==> src/rtl/acc_out_port.sv <==
// rtl/acc_out_port.sv - accumulator output FIFO with valid/ready drain; optional sticky overflow under ACC_OUT_OVF_EN
module acc_out_port #(
  parameter int WIDTH = 4,
  parameter int DEPTH = 4,
  localparam int AW = $clog2(DEPTH)
) (
  input  logic             clk,
  input  logic             reset,
  input  logic             enable,
  input  logic [WIDTH-1:0] D,
  output logic             out_valid,
  input  logic             out_ready,
  output logic [WIDTH-1:0] out_data,
  output logic             full,
  output logic             empty,
  output logic [AW:0]      count
`ifdef ACC_OUT_OVF_EN
  ,
  output logic             overflow
`endif
);

  localparam logic [AW:0] FULL_CNT = (AW+1)'(DEPTH);

  logic [WIDTH-1:0] mem [DEPTH];
  logic [AW-1:0]    wr_ptr;
  logic [AW-1:0]    rd_ptr;
  logic             pop;
  logic             push;

  // Occupancy comes from the counter alone, so pointer wrap never confuses full/empty.
  assign empty     = (count == '0);
  assign full      = (count == FULL_CNT);
  assign out_valid = ~empty;
  assign out_data  = mem[rd_ptr];

  // A full FIFO still accepts a write when the head leaves in the same cycle.
  assign pop  = out_valid & out_ready;
  assign push = enable & (~full | pop);

  // Storage, pointers and occupancy; reset discards everything in flight.
  always_ff @(posedge clk or negedge reset) begin
    if (!reset) begin
      wr_ptr <= '0;
      rd_ptr <= '0;
      count  <= '0;
      for (int i = 0; i < DEPTH; i++) begin
        mem[i] <= '0;
      end
    end else begin
      if (push) begin
        mem[wr_ptr] <= D;
        wr_ptr      <= wr_ptr + AW'(1);
      end
      if (pop) begin
        rd_ptr <= rd_ptr + AW'(1);
      end
      case ({push, pop})
        2'b10:   count <= count + (AW+1)'(1);
        2'b01:   count <= count - (AW+1)'(1);
        default: count <= count;
      endcase
    end
  end

`ifdef ACC_OUT_OVF_EN
  // Sticky record that a write was lost because the FIFO was full and not draining.
  always_ff @(posedge clk or negedge reset) begin
    if (!reset) begin
      overflow <= 1'b0;
    end else if (enable & full & ~pop) begin
      overflow <= 1'b1;
    end
  end
`endif

endmodule

==> config.mk <==
export PLATFORM = sky130hd
export DESIGN_NAME = acc_out_port
export DESIGN_NICKNAME = d
export VERILOG_FILES = /design/src/rtl/acc_out_port.sv
export SDC_FILE = /design/constraint.sdc
export NUM_CORES = 1
export LEC_CHECK = 0
export BUFFER_PORTS_ARGS = -buffer_cell sky130_fd_sc_hd__buf_2
export CORE_AREA = 2 2 57 59
export DETAILED_ROUTE_END_ITERATION = 16
export DIE_AREA = 0 0 59 61
export PLACE_DENSITY_LB_ADDON = 0.3
export SLEW_MARGIN = 10
export SYNTH_ARGS = -nofsm -noshare
export SYNTH_HDL_FRONTEND = slang
export SYNTH_SLANG_ARGS = --single-unit
==> constraint.sdc <==
create_clock -name clk -period 6.5 [get_ports clk]
set_clock_uncertainty 0.15 [all_clocks]
set_input_delay 0.975 -clock clk [delete_from_list [all_inputs] [get_ports clk]]
set_output_delay 0.975 -clock clk [all_outputs]
set_load 0.01 [all_outputs]
==> results.yml <==
placed_design:
  hpwl_mm: 1.40
  gp_congestion: 0.685
  io_buffers: 17
  pre_cts_slack_ns: 3.61
  dp_cells: 128
clocking:
  numCtsBuffers: 3
  h-tree-depth: 1
  clock_latency_ns: 0.30
  cts_tree: "done"
  cts_setup_buffers: 0
  cts_max_path_buffers: 2
  clkTransAtPathRegs_ns: 0.12
  cts_hold_buf: 0
  clk_root_buffer_cell: "clkbuf_4"
  clock-sinks: 23
  cts_resized: 0
worst_hold_path:
  hp-class: "register to register"
yosys:
  ys_ff_latch: 23
  ys_seq_area_share_pct: 51.3
  synth_top_cell_by_area: "dfrtp_1"
  synth_edf_count: 0
  synth_nets: 93
  synth_warnings: 0
  syn_area_per_cell_um2: 14.2
  yosys.cell_count.top_type: "dfrtp_1"
  synth_area_um2: 1120
  ys_types: 17
  synth.top_cell.area_share_pct: 51.3
  async_flop_share_pct: 100
  ys.flop_type: "dfrtp_1"
  synth_area_leaders: "dfrtp_1 (51%), mux2_2 (17%), mux4_2 (8.0%)"
  post_synth_inst_count: 79
  ys_top_cells_by_count: "dfrtp_1 (23), mux2_2 (17), inv_1 (6)"
finish:
  stdcell_count: 132
  fin_nets: 114
  drive_gt1_share_pct: 44.4
  antenna_cells: 0
  syn_to_final_growth_pct: 13.3
  postLayoutCoreUtil_pct: 43.0
route:
  vias: 666
  drc: 0
  vias_per_cell: 5.05
  routedWlPerCell_um: 14.2
  dr.pass1.iters: 4
  ant_nets: 0
  drt_iter0_drc: 12
  finalWirelength_mm: 1.88
grt:
  grt-ovfl-total: 0
  grt_pass1_vias: 659
  grt.total_usage_pct: 11.9
  grt_max_degree: 24
  grt_pass1_wl_mm: 3.04
  antenna_found_initial: 0
power_and_ir_drop:
  power_density_nw_per_um2: 491
  power.internal_uw: 405
  p_sw_uw: 218
  switching_share_pct: 35.0
  seq_power_share_pct: 45.1
  pwr-share-clk_pct: 10.3
  ir_worst_vdd_v: 0.000177
  pwr-share-comb_pct: 44.5
  p_leak_nw: 0.595
timing:
  max_slew_margin_pct: 65.8
  finalHoldViolCount: 0
  tns_ns: 0
  worst_pin_slew_ns: 0.513
  report.final.slew_viol_count: 0
  fmax_ghz: 0.371
  finalCritPeriodShare_pct: 41.5
  rsz0062_at_grt: "no"
  setup_viol: 0
  fin_crit_ns: 2.69
  worst_slack_ns: 3.81
die:
  rows: 20
  dieArea_um2: 3600
  io_pins: 18
  die_y_um: 61
  start_util_pct: 38.0
  core_region_area_um2: 2950
  fp.dieW_um: 59
setup_path:
  path_cells: "mux4_2 -> buf_2"
  cp.arrival_ns: 1.57
  endpoint_kind: "primary output"
  crit_fanout: 6
  crit_path_start_kind: "register"
  required_ns: 5.37
  slowest_stage: "dfrtp_1"
  worst-setup-path-type: "register to primary output"
  crit_family: "flip-flops"
  cp_slowest_stage_delay_ns: 0.57
  path_buf_inv: 1
status:
  status: "complete, no violations"
job:
  cap_violations: 0
-- sequential cells by signal (all words and copies together) (netlist names) --
signal	cells
mem	16
count	3
rd_ptr	2
wr_ptr	2
-- kinds of logic (layout without fill, tap and decap cells) --
| kind of cell | Yosys count | count (layout) | synth area share (%) |
|---|---|---|---|
| AOI/OAI and AO/OA | 1 | 1 | 0.781 |
| and+or+nand+nor | 14 | 14 | 7.37 |
| muxes | 22 | 22 | 26.0 |
| adders and majority gates | 6 | 6 | 7.37 |
| DFF | 23 | 23 | 51.3 |
| xor gates and xnor gates | 6 | 6 | 4.69 |
| buffers and inverters | 7 | 27 | 2.45 |
-- cell type report --
cell class | instances | area, um2
Tap cell | 33 | 41.3
Sequential cell | 23 | 576
Fill cell | 289 | 1680
Multi-Input combinational cell | 49 | 518
Clock buffer | 3 | 22.5
Clock inverter | 1 | 5.00
Inverter | 6 | 22.5
Timing Repair Buffer | 17 | 85.1
-- cell usage in the layout, fill, tap and decap left out --
| cell | instances |
|---|---|
| nand2_1 | 5 |
| xor2_1 | 3 |
| clkinv_2 | 1 |
| ha_1 | 5 |
| inv_1 | 6 |
| xnor2_1 | 3 |
| mux2i_1 | 1 |
| buf_2 | 17 |
| nor2_1 | 5 |
| dfrtp_1 | 23 |
| clkbuf_4 | 3 |
| mux4_2 | 4 |
| nor4b_4 | 1 |
| mux2_2 | 17 |
| and3_1 | 1 |
| nand2b_2 | 1 |
| fa_1 | 1 |
| or3_1 | 1 |
| o31a_1 | 1 |
-- stage by stage --
stage | total power [mW] | hold slack, ns | area (um2)
finish | 0.624 | 0.368 | 1270
floorplan | 0.484 | 0.325 | 1120
global placement | 0.562 | 0.335 | 1240
detailed placement | 0.570 | 0.340 | 1240
CTS | 0.639 | 0.372 | 1270
global route | 0.679 | 0.383 | 1270
-- power by group through the flow --
| stage | combinational, mW | sequential, mW | clock, mW |
|---|---|---|---|
| 6_report | 0.278 | 0.281 | 0.0645 |
| 5_1_grt | 0.310 | 0.294 | 0.0754 |
| 4_1_cts | 0.284 | 0.283 | 0.0711 |
| 3_5_place_dp | 0.283 | 0.287 | 0 |
| 3_3_place_gp | 0.279 | 0.283 | 0 |
| 2_1_floorplan | 0.217 | 0.267 | 0 |
-- layer usage --
metal	global-route usage, %	wire length, um
met5	0	0
met4	1.95	13
met3	4.48	84
met2	21.0	910
met1	14.3	870
-- final timing paths --
path / start / to / slack (ns) / depth (start not counted)
setup / recovery: rd_ptr[0] / out_data[2] / 3.81 / 2
max in group asynchronous: reset / count[0] / 5.39 / 1
setup reg to reg: count[0] / count[2] / 4.20 / 8
hold / removal: mem[5] / mem[5] / 0.37 / 1
min in group asynchronous: reset / mem[12] / 0.47 / 1
hold reg to reg: mem[5] / mem[5] / 0.37 / 1
Power figures use the tool's default switching activity.
